### config.mk
export PLATFORM = sky130hd
export DESIGN_NAME = vote_result_reader
export DESIGN_NICKNAME = d
export VERILOG_FILES = /design/src/rtl/vote_result_reader.sv
export SDC_FILE = /design/constraint.sdc
export NUM_CORES = 1
export LEC_CHECK = 0
export ABC_AREA = 1
export CORE_ASPECT_RATIO = 1.75
export CORE_UTILIZATION = 50
export CTS_CLUSTER_DIAMETER = 50
export DETAILED_ROUTE_END_ITERATION = 10
export HOLD_SLACK_MARGIN = 0.02
export PLACE_DENSITY = 0.73
export SETUP_SLACK_MARGIN = 0.02
export SLEW_MARGIN = 20
export SYNTH_ARGS = -nofsm -noshare
export SYNTH_HDL_FRONTEND = slang
export SYNTH_SLANG_ARGS = --single-unit
### constraint.sdc
create_clock -name clock -period 5.75 [get_ports clock]
set_input_delay 0.575 -clock clock [delete_from_list [all_inputs] [get_ports clock]]
set_output_delay 0.575 -clock clock [all_outputs]
set_load 0.005 [all_outputs]
### src/rtl/vote_result_reader.sv
// Scans all four candidates of a voting machine in result mode and
// reports winner mask, maximum count, total votes and tie.
module vote_result_reader #(
    parameter int HOLD_CYCLES = 16,
    parameter int GAP_CYCLES  = 4,
    parameter int MODE_SETTLE = 4
) (
    input  logic       clock,
    input  logic       reset,
    input  logic       start,
    input  logic [7:0] vote_result,
    output logic       mode,
    output logic [4:1] button,
    output logic       busy,
    output logic       done,
    output logic [4:1] winner,
    output logic [7:0] winner_count,
    output logic [9:0] total_votes,
    output logic       tie
);

    localparam int MAX_A = (HOLD_CYCLES > GAP_CYCLES) ? HOLD_CYCLES : GAP_CYCLES;
    localparam int MAX_C = (MAX_A > MODE_SETTLE) ? MAX_A : MODE_SETTLE;
    localparam int TW    = (MAX_C > 1) ? $clog2(MAX_C) : 1;

    localparam logic [TW-1:0] SETTLE_LAST = TW'(MODE_SETTLE - 1);
    localparam logic [TW-1:0] HOLD_LAST   = TW'(HOLD_CYCLES - 1);
    localparam logic [TW-1:0] GAP_LAST    = TW'(GAP_CYCLES - 1);

    typedef enum logic [2:0] {
        S_IDLE,
        S_SETTLE,
        S_HOLD,
        S_GAP,
        S_FINISH
    } state_t;

    state_t          state;
    state_t          state_nx;
    logic [TW-1:0]   timer;
    logic [1:0]      cand;
    logic [7:0]      count [4];
    logic            timer_done;
    logic            load_results;

    logic [7:0]      max_c;
    logic [9:0]      sum_c;
    logic [4:1]      win_c;
    logic            tie_c;

    always_comb begin
        timer_done = 1'b0;
        unique case (state)
            S_SETTLE: timer_done = (timer == SETTLE_LAST);
            S_HOLD:   timer_done = (timer == HOLD_LAST);
            S_GAP:    timer_done = (timer == GAP_LAST);
            default:  timer_done = 1'b0;
        endcase
    end

    always_ff @(posedge clock) begin
        if (reset) state <= S_IDLE;
        else       state <= state_nx;
    end

    always_comb begin
        state_nx = state;
        unique case (state)
            S_IDLE:   if (start) state_nx = S_SETTLE;
            S_SETTLE: if (timer_done) state_nx = S_HOLD;
            S_HOLD:   if (timer_done) state_nx = S_GAP;
            S_GAP:    if (timer_done) state_nx = (cand == 2'd3) ? S_FINISH : S_HOLD;
            S_FINISH: state_nx = S_IDLE;
            default:  state_nx = S_IDLE;
        endcase
    end

    always_comb begin
        mode   = (state != S_IDLE);
        busy   = (state != S_IDLE);
        done   = (state == S_FINISH);
        button = 4'b0000;
        if (state == S_HOLD) button = 4'b0001 << cand;
    end

    always_ff @(posedge clock) begin
        if (reset) begin
            timer <= '0;
            cand  <= 2'd0;
        end else begin
            if (state != state_nx || state == S_IDLE) timer <= '0;
            else                                      timer <= timer + 1'b1;
            if (state == S_IDLE)               cand <= 2'd0;
            else if (state == S_GAP && timer_done) cand <= cand + 2'd1;
        end
    end

    always_ff @(posedge clock) begin
        if (reset) begin
            for (int i = 0; i < 4; i++) count[i] <= 8'd0;
        end else if (state == S_HOLD && timer_done) begin
            count[cand] <= vote_result;
        end
    end

    always_comb begin
        max_c = count[0];
        for (int i = 1; i < 4; i++)
            if (count[i] > max_c) max_c = count[i];
        sum_c = 10'(count[0]) + 10'(count[1]) + 10'(count[2]) + 10'(count[3]);
        win_c = 4'b0000;
        for (int i = 0; i < 4; i++)
            win_c[i+1] = (count[i] == max_c) && (max_c != 8'd0);
        tie_c = ($countones(win_c) > 1);
    end

    // Candidate 4 is captured before its gap, so all counts are final here.
    assign load_results = (state == S_GAP) && timer_done && (cand == 2'd3);

    always_ff @(posedge clock) begin
        if (reset) begin
            winner       <= 4'b0000;
            winner_count <= 8'd0;
            total_votes  <= 10'd0;
            tie          <= 1'b0;
        end else if (load_results) begin
            winner       <= win_c;
            winner_count <= max_c;
            total_votes  <= sum_c;
            tie          <= tie_c;
        end
    end

endmodule

==> results of run 1 <==
[routing by layer]
metal	wire, µm	part of all wire	GRT usage
met5	0	0	0
met4	794	0.057	0.1898
met3	507	0.036	0.04743
met2	7835	0.56	0.5755
met1	4771	0.34	0.3016
[worst max-delay path, delay by kind of cell (launching register included)]
| kind | cells | cell delay, ps |
|---|---|---|
| adder cells (fa/ha/maj) | 3 | 1100 |
| XOR/XNOR | 1 | 150 |
| flip-flops | 1 | 400 |
| buffers and inverters | 8 | 1010 |
| AO/OA/AOI/OAI | 4 | 390 |
| AND/OR/NAND/NOR | 23 | 2280 |
[worst paths after layout]
path                                       from               to  cells past startpoint
worst max register to register      count[0][5]              tie                     39
worst max-delay path                count[0][5]              tie                     39
worst min register to register  winner_count[2]  winner_count[2]                      2
worst min-delay path            winner_count[2]  winner_count[2]                      2
[what timing repair did]
item,in CTS,in global routing
buffers inserted,0,17
setup endpoints to repair,0,1
hold buffers,0,0
gates resized for setup,0,23
[area by class of cell]
type | count | area (µm²) | area share
clock buffers | 15 | 310.3 | 0.05301
inverters | 79 | 296.5 | 0.05066
well taps | 120 | 150.1 | 0.02565
multi-input cells | 424 | 2733 | 0.4669
repair buffers | 87 | 757.0 | 0.1293
flip-flops and latches | 64 | 1602 | 0.2736
clock inverters | 1 | 5.005 | 0.0008551
[Yosys cell counts (2+ instances only)]
master	n	area, µm²
a211oi_1	3	22.52
a21oi_1	15	75.07
a22o_1	2	17.52
buf_2	2	10.01
buf_6	2	22.52
clkbuf_1	5	18.77
clkinv_1	2	7.510
dfxtp_1	32	640.6
edfxtp_1	32	960.9
fa_1	17	340.3
ha_1	34	425.4
inv_1	76	285.3
nand2_1	125	469.2
nand2_2	12	75.07
nand2_4	10	112.6
nand3_1	28	140.1
nand3_2	3	30.03
nand3b_1	3	22.52
nand3b_2	2	22.52
nand4_1	6	37.54
nor2_1	73	274.0
nor2_2	3	18.77
nor3_1	13	65.06
nor3_2	2	20.02
nor4_1	2	12.51
o21ai_0	33	165.2
o21ai_1	4	20.02
o21bai_1	3	22.52
o22ai_1	2	12.51
o31ai_1	3	22.52
xnor2_1	3	26.28
xor2_1	15	131.4
[power breakdown]
group	switching (mW)	internal, mW
clock network	0.195	0.367
logic	0.284	0.188
registers	0.0138	0.487
total	0.493	1.04
[kinds of logic (layout without fill, tap and decap cells)]
family	Yosys count	in the layout
buf+inv	89	182
compound gates	69	69
fa+ha+maj	51	51
xor+xnor	18	18
flops	64	64
simple gates	285	286
[flip-flops by register name, summed over array words and instances, names as in the netlist]
signal,cells
cand,2
count,32
state,3
tie,1
timer,4
total_votes,10
winner,4
winner_count,8
[through the flow]
stage          instance area, µm²    util  std cells
6_report                     5853  0.6519        790
3_5_place_dp                 5328  0.5934        756
4_1_cts                      5643  0.6285        772
2_1_floorplan                4611       -        576
5_1_grt                      5853  0.6519        790
3_3_place_gp                 5328  0.5934        756
==> qor.csv, run 1 <==
stage,metric,value,unit
logic_synthesis,synthesized cell area,0.004611,mm²
sta,Layout Skew,6.546,ps
global_route,number of global-route vias before repair,4298,
cells_and_area,# nets final,727,
route,via count,4286,
route,routed len/inst,17.61,µm
cts,Num CTS Buffers,9,
critical_path,peak per-stage delay on the critical path,550,ps
logic_synthesis,Post-Syn Area per Cell,8.005,µm²
logic_synthesis,adder-cell share of the synthesized area,0.1661,
global_route,largest net degree at the start of global routing,21,
route,drt drc,0,
place,dpl ws,36.88,ps
place,buffers added on ports,40,
route,Total Wirelength,13910,µm
logic_synthesis,post-synthesis mux area share,0,
route,Via density,5.425,
cells_and_area,"commonest non-fill, non-tap cell in the layout",nand2_1,
logic_synthesis,ys async rst share,0,
logic_synthesis,Post-Synthesis Cells,576,
route,length of the first detailed-routing pass in iterations,5,
cts,clk sink count,64,
logic_synthesis,xor/xnor cell area share of the yosys netlist,0.03419,
place,detailed placer's ending HPWL,10790,µm
sta,final setup margin,324.8,ps
run_status,outcome,"finished, final reports clean",
sta,final hold slack,455.9,ps
critical_path,CP Capture Type,flip-flop,
place,final RePlAce weighted congestion,0.9525,
cts,clock-pin slew on the worst setup and hold paths,50,ps
worst_hold_path,worst hold-check path type,flip-flop to flip-flop,
cts,H-tree Lvls,3,
die,die area,0.009625,mm²
sta,FMAX,184.3,MHz
power_and_ir_drop,Worst IR Drop VDD,176.3,µV
global_route,initial antenna violation count,0,
critical_path,WP data required,5960,ps
global_route,grt total ovfl,0,
flow_run,Maximum Capacitance Violations,0,
logic_synthesis,ys flop type,edfxtp_1,
power_and_ir_drop,Leak,2.654,nW
cts,clock root buffer,clkbuf_16,
logic_synthesis,Syn Nets,638,
sta,max_slew headroom,0.5047,
logic_synthesis,post-synth cell types,41,
die,IO Pins,41,
sta,Worst Tran Pin Value,738.0,ps
power_and_ir_drop,total power,1.536,mW
logic_synthesis,Post-synth EDFFs,32,
sta,Final Slew Violations,0,
die,Core Footprint,0.008979,mm²
die,Starting Density,0.5135,
logic_synthesis,simple-gate share of the synthesized area,0.2904,
sta,crit path time final,5425,ps
critical_path,Setup CP Type,flip-flop to flip-flop,
sta,Hold Fails Final Rpt,0,
logic_synthesis,number of synthesized register bits,64,
die,# rows,46,
critical_path,crit path max fanout,14,
critical_path,CP Data Arrival Time,5640,ps
cells_and_area,Filler cells,792,
critical_path,startpoint types,flip-flop,
global_route,GRT Total Usage,0.3072,
critical_path,CP max-delay cell,fa_1,
sta,# setup viols final,0,
cts,CTS tree,done,
cts,CTS max path bufs,2,
cts,Clock Latency Late Sink,330,ps
logic_synthesis,Compound-Gate Fraction of Synth Area,0.08494,
sta,Final TNS setup,0,ps
logic_synthesis,main combinational cell family by area after synthesis,simple AND/OR/NAND/NOR gates,
sta,Final Cycle Share,0.9435,
logic_synthesis,warnings from Yosys,0,
logic_synthesis,sequential fraction of the synthesis area,0.3474,
die,Die X,74.59,µm
cells_and_area,"commonest cells after routing, fill and taps aside","nand2_1 (123), inv_1 (73), nor2_1 (70), buf_4 (46), clkdlybuf4s50_1 (40)",
cells_and_area,layout cells sized above 1,0.1687,
global_route,global-route wire length before repair,21050,µm
cells_and_area,P&R area growth vs syn,26.95,%
critical_path,flop2flop setup slack,320,ps
power_and_ir_drop,Pwr Density,262.4,mW/mm²
route,Final ANT Viol Nets,0,
route,DR iter-0 viols,267,
cells_and_area,Antenna Cells,0,
die,Die Y,129.0,µm
No activity file was read; power rests on OpenSTA's default activity.
==> run 2: changes to the inputs <==
- GPL_ROUTABILITY_DRIVEN: default -> 0
==> qor.csv, run 2 (synthesized netlist as in run 1, its figures left out) <==
stage,metric,value,unit,change
run_status,outcome,"finished, final reports clean",,unchanged
critical_path,startpoint types,flip-flop,,unchanged
critical_path,flop2flop setup slack,220,ps,was 320 ps
critical_path,Worst R2R Start,count[0][4],,was count[0][5]
global_route,initial antenna violation count,0,,unchanged
sta,FMAX,180.8,MHz,was 184.3 MHz
cts,H-tree Lvls,3,,unchanged
die,# rows,46,,unchanged
die,die area,0.009625,mm²,unchanged
cells_and_area,# nets final,724,,was 727
cells_and_area,P&R area growth vs syn,28.36,%,was 26.95%
global_route,number of global-route vias before repair,4415,,was 4298
cts,CTS tree,done,,unchanged
cts,clock root buffer,clkbuf_16,,unchanged
sta,Layout Skew,6.657,ps,was 6.546 ps
die,Starting Density,0.5135,,unchanged
critical_path,peak per-stage delay on the critical path,540,ps,was 550 ps
worst_hold_path,HP Start,timer[0],,was winner_count[2]
die,Core Footprint,0.008979,mm²,unchanged
cells_and_area,"commonest non-fill, non-tap cell in the layout",nand2_1,,unchanged
route,drt drc,0,,unchanged
worst_hold_path,worst hold-check path type,flip-flop to flip-flop,,unchanged
sta,crit path time final,5532,ps,was 5425 ps
cells_and_area,fin util,0.6591,,was 0.6519
sta,Worst Tran Pin Value,789.9,ps,was 738.0 ps
route,via count,4458,,was 4286
cts,clock-pin slew on the worst setup and hold paths,50,ps,about the same
cts,clk sink count,64,,unchanged
critical_path,CP max-delay cell,fa_1,,unchanged
critical_path,WP data required,5960,ps,about the same
flow_run,Maximum Capacitance Violations,0,,unchanged
place,Placed Instances,742,,was 756
worst_hold_path,WHS Path Cells,1,,was 2
power_and_ir_drop,Worst IR Drop VDD,371.3,µV,was 176.3 µV
worst_hold_path,WHS Endpoint,timer[0],,was winner_count[2]
global_route,GRT Total Usage,0.3057,,was 0.3072
critical_path,Reg-to-Reg End,tie,,unchanged
sta,max_slew headroom,0.4699,,was 0.5047
cts,CTS max path bufs,2,,unchanged
critical_path,crit path max fanout,6,,was 14
sta,Hold Fails Final Rpt,0,,unchanged
sta,final setup margin,217.5,ps,was 324.8 ps
cts,Num CTS Buffers,9,,unchanged
sta,Final Slew Violations,0,,unchanged
route,Final ANT Viol Nets,0,,unchanged
route,length of the first detailed-routing pass in iterations,4,,was 5
place,detailed placer's ending HPWL,10230,µm,was 10790 µm
global_route,global-route wire length before repair,21310,µm,was 21050 µm
sta,final hold slack,448.6,ps,was 455.9 ps
route,Via density,5.665,,was 5.425
critical_path,CP startpoint,count[0][4],,was count[0][5]
critical_path,CP dominant cell by count,nand2_1,,
critical_path,cell count along the critical path,36,,was 39
cells_and_area,Final Non-Filler Cells,787,,was 790
cells_and_area,"commonest cells after routing, fill and taps aside","nand2_1 (124), nor2_1 (70), inv_1 (69), clkdlybuf4s50_1 (40), buf_4 (40)",,"was nand2_1 (123), inv_1 (73), nor2_1 (70), buf_4 (46), clkdlybuf4s50_1 (40)"
critical_path,CP bufs+invs,6,,was 8
cells_and_area,Antenna Cells,0,,unchanged
route,routed len/inst,17.92,µm,was 17.61 µm
place,dpl ws,-237.9,ps,was 36.88 ps
critical_path,CP Capture Type,flip-flop,,unchanged
power_and_ir_drop,total power,1.576,mW,was 1.536 mW
cells_and_area,layout cells sized above 1,0.1799,,was 0.1687
power_and_ir_drop,Pwr Density,266.3,mW/mm²,was 262.4 mW/mm²
power_and_ir_drop,Leak,2.651,nW,was 2.654 nW
route,DR iter-0 viols,333,,was 267
sta,Final Cycle Share,0.9622,,was 0.9435
place,buffers added on ports,40,,unchanged
critical_path,R2R cell count,36,,was 39
die,IO Pins,41,,unchanged
cells_and_area,leading registers by flop count,"count (32), total_votes (10), winner_count (8)",,unchanged
critical_path,crit-path leading delay family,simple AND/OR/NAND/NOR gates,,unchanged
cells_and_area,max reg flops,32,,unchanged
die,Die Y,129.0,µm,unchanged
die,Die X,74.59,µm,unchanged
critical_path,Setup CP Type,flip-flop to flip-flop,,unchanged
sta,# setup viols final,0,,unchanged
route,Total Wirelength,14100,µm,was 13910 µm
cells_and_area,Top reg by flops,count,,unchanged
global_route,largest net degree at the start of global routing,21,,unchanged
critical_path,CP Data Arrival Time,5750,ps,was 5640 ps
cts,Clock Latency Late Sink,340,ps,was 330 ps
global_route,grt total ovfl,0,,unchanged
[run 2: cell count changes in the layout (fill, tap and decap cells not counted), sizes merged]
cell,previous run,this run
nand2,148,150
clkinv,3,4
buf,47,41
bufinv,0,1
clkbuf,15,14
[run 2: layout make-up]
cell class              instances  area, µm²
multi-input cells             426       2814
well taps                     120      150.1
flip-flops and latches         64       1602
fillers                       753       3060
clock inverters                 3      43.79
clock buffers                  13      292.8
inverters                      79      296.5
repair buffers                 82      719.4
[run 2: worst max path at each step]
stage           to  slack [ps]
6_report       tie         220
5_1_grt        tie        -100
4_1_cts        tie          70
3_5_place_dp   tie        -240
3_3_place_gp   tie        -110
2_1_floorplan  tie         330
[run 2: metrics by stage]
step           area (µm²)  TNS [ps]
2_1_floorplan        4611         0
3_3_place_gp         5223    -110.3
3_5_place_dp         5223    -237.9
4_1_cts              5572         0
5_1_grt              5918    -100.2
6_report             5918         0
[run 2: repair_timing]
| action | 4_1_cts | 5_1_grt |
|---|---|---|
| gates resized for setup | 2 | 40 |
| gates cloned | 0 | 4 |
| hold buffers | 0 | 0 |
| setup buffers | 1 | 24 |
| endpoints found under the setup margin | 1 | 1 |
| pin swaps | 0 | 28 |
[run 2: report_power, final]
part	leakage, nW	total (mW)	switching, mW	internal (mW)
registers	0.587	0.503	0.0151	0.488
clock network	0.166	0.594	0.194	0.400
logic	1.90	0.479	0.295	0.184
[run 2: routing by layer]
| metal | up-vias | GRT usage | wire (µm) |
|---|---|---|---|
| li1 | 2054 | - | - |
| met1 | 2099 | 0.2948 | 4625 |
| met2 | 206 | 0.5501 | 7612 |
| met3 | 99 | 0.05910 | 743 |
| met5 | - | 0 | 0 |
| met4 | 0 | 0.2309 | 1122 |
==> run 3: changes to the inputs <==
- PLACE_DENSITY: 0.73 -> 0.82
==> qor.csv, run 3 (synthesized netlist as in run 1, its figures left out) <==
stage,metric,value,unit,change
critical_path,crit path max fanout,7,,was 6
place,dpl cell area,0.005185,mm²,was 0.005223 mm²
global_route,largest net degree at the start of global routing,21,,unchanged
critical_path,Setup CP Type,flip-flop to flip-flop,,unchanged
cts,clock-pin slew on the worst setup and hold paths,50,ps,about the same
die,die area,0.009625,mm²,unchanged
critical_path,CP max-delay cell,fa_1,,unchanged
die,Die X,74.59,µm,unchanged
route,DR iter-0 viols,380,,was 333
route,length of the first detailed-routing pass in iterations,9,,was 4
sta,Final TNS setup,-13.77,ps,was 0 ps
worst_hold_path,worst hold-check path type,flip-flop to flip-flop,,unchanged
die,Core Footprint,0.008979,mm²,unchanged
cts,hold_buf cts,0,,unchanged
run_status,outcome,finished with violations,,"was finished, final reports clean"
cells_and_area,layout cells sized above 1,0.1854,,was 0.1799
sta,crit path time final,5764,ps,was 5532 ps
worst_hold_path,HP Start,winner[2],,was timer[0]
power_and_ir_drop,clock power share,0.325,,was 0.377
cells_and_area,P&R area growth vs syn,27.82,%,was 28.36%
die,Die Y,129.0,µm,unchanged
critical_path,CP Capture Type,flip-flop,,unchanged
global_route,number of global-route vias before repair,4363,,was 4415
sta,FMAX,173.5,MHz,was 180.8 MHz
route,Total Wirelength,14670,µm,was 14100 µm
cells_and_area,"commonest non-fill, non-tap cell in the layout",nand2_1,,unchanged
power_and_ir_drop,Seq pwr share,0.337,,was 0.319
place,buffers added on ports,40,,unchanged
power_and_ir_drop,switching pwr,511.1,µW,was 504.0 µW
cells_and_area,"commonest cells after routing, fill and taps aside","nand2_1 (122), inv_1 (73), nor2_1 (70), buf_4 (43), clkdlybuf4s50_1 (40)",,"was nand2_1 (124), nor2_1 (70), inv_1 (69), clkdlybuf4s50_1 (40), buf_4 (40)"
sta,Hold Fails Final Rpt,0,,unchanged
sta,Final Cycle Share,1.002,,was 0.9622
sta,Worst Tran Pin Value,781.8,ps,was 789.9 ps
global_route,global-route wire length before repair,20760,µm,was 21310 µm
critical_path,flop2flop setup slack,-10,ps,was 220 ps
sta,final hold slack,451.4,ps,was 448.6 ps
sta,# setup viols final,1,,was 0
die,Starting Density,0.5135,,unchanged
critical_path,peak per-stage delay on the critical path,540,ps,about the same
global_route,grt total ovfl,0,,unchanged
cts,clock root buffer,clkbuf_16,,unchanged
critical_path,Worst R2R Start,count[1][3],,was count[0][4]
flow_run,Maximum Capacitance Violations,0,,unchanged
critical_path,CP startpoint,count[1][3],,was count[0][4]
route,Final ANT Viol Nets,0,,unchanged
cts,Clock Latency Late Sink,340,ps,about the same
sta,Final Slew Violations,0,,unchanged
cells_and_area,leading registers by flop count,"count (32), total_votes (10), winner_count (8)",,unchanged
power_and_ir_drop,total power,1.493,mW,was 1.576 mW
global_route,initial antenna violation count,0,,unchanged
cells_and_area,Top reg by flops,count,,unchanged
route,drt drc,0,,unchanged
critical_path,CP dominant cell by count,nand2_1,,unchanged
cts,Num CTS Buffers,9,,unchanged
critical_path,cell count along the critical path,32,,was 36
cts,H-tree Lvls,3,,unchanged
critical_path,R2R cell count,32,,was 36
route,routed len/inst,18.60,µm,was 17.92 µm
critical_path,CP bufs+invs,4,,was 6
cts,CTS tree,done,,unchanged
power_and_ir_drop,Worst IR Drop VDD,199.7,µV,was 371.3 µV
die,IO Pins,41,,unchanged
power_and_ir_drop,Sw Share,0.3423,,was 0.3199
critical_path,crit-path leading delay family,simple AND/OR/NAND/NOR gates,,unchanged
cells_and_area,Antenna Cells,0,,unchanged
critical_path,CP Data Arrival Time,5980,ps,was 5750 ps
power_and_ir_drop,Leak,2.649,nW,was 2.651 nW
sta,max_slew headroom,0.4753,,was 0.4699
cts,clk sink count,64,,unchanged
sta,Layout Skew,7.639,ps,was 6.657 ps
cells_and_area,max reg flops,32,,unchanged
power_and_ir_drop,Comb power frac,0.338,,was 0.304
critical_path,startpoint types,flip-flop,,unchanged
cells_and_area,# nets final,727,,was 724
cts,CTS max path bufs,2,,unchanged
global_route,GRT Total Usage,0.2971,,was 0.3057
place,detailed placer's ending HPWL,10110,µm,was 10230 µm
run_status,failing checks,negative setup slack,,
cells_and_area,"Design Area, Final",0.005893,mm²,was 0.005918 mm²
critical_path,Reg-to-Reg End,tie,,unchanged
power_and_ir_drop,Pwr Density,253.4,mW/mm²,was 266.3 mW/mm²
route,via count,4595,,was 4458
critical_path,Critical Path Sink,tie,,unchanged
route,Via density,5.824,,was 5.665
sta,final setup margin,-13.77,ps,was 217.5 ps
critical_path,WP data required,5970,ps,was 5960 ps
power_and_ir_drop,P_int,982.3,µW,was 1.072 mW
die,# rows,46,,unchanged
[run 3: cell count changes in the layout (fill, tap and decap cells not counted), sizes merged]
cell    change
buf         +5
bufinv      -1
clkbuf      -3
clkinv      +1
inv         +1
nand2       -1
[run 3: layer usage]
metal / GRT usage / vias to the layer above / routed length [µm]
met3: 0.05521 / 129 / 903
met5: 0 / - / 0
li1: - / 2056 / -
met2: 0.5310 / 248 / 7782
met1: 0.2789 / 2162 / 4611
met4: 0.2519 / 0 / 1377
[run 3: final cells by class]
cell class	instances	area (µm²)
fillers	711	3085
clock inverters	4	21.27
inverters	79	296.5
multi-input cells	425	2830
well taps	120	150.1
repair buffers	86	750.7
clock buffers	11	242.7
flip-flops and latches	64	1602
[run 3: metrics by stage]
| step | worst slack (ps) | cells | utilization |
|---|---|---|---|
| 2_1_floorplan | 332.9 | 576 | - |
| 3_3_place_gp | 104.1 | 737 | 0.5775 |
| 3_5_place_dp | -157.1 | 737 | 0.5775 |
| 4_1_cts | 21.43 | 756 | 0.6108 |
| 5_1_grt | -406.2 | 789 | 0.6564 |
| 6_report | -13.77 | 789 | 0.6564 |
[run 3: repair_timing]
item | 4_1_cts | 5_1_grt
gates cloned | 0 | 3
gates resized for setup | 1 | 37
buffers inserted | 4 | 30
pin swaps | 1 | 25
setup endpoints to repair | 1 | 1
[run 3: worst min-delay path by stage]
stage	endpoint	slack, ps	cells past startpoint
after floorplan	timer[0]	420	1
after global placement	timer[0]	430	1
after detailed placement	winner[1]	440	2
after CTS	winner[2]	460	2
after global routing	winner[2]	490	2
final	winner[2]	450	2
[run 3: tightest hold or removal path, stage by stage, from the launching register on]
cell and delay (ps):
dfxtp_1 300, nand2_1 60, nand2_1 40
[run 3: power groups by stage]
stage / combinational [mW] / sequential, mW / clock, mW
after global routing: 0.552 / 0.503 / 0.506
after global placement: 0.383 / 0.512 / 0
final: 0.504 / 0.503 / 0.486
after CTS: 0.410 / 0.503 / 0.485
after floorplan: 0.300 / 0.506 / 0
after detailed placement: 0.398 / 0.512 / 0
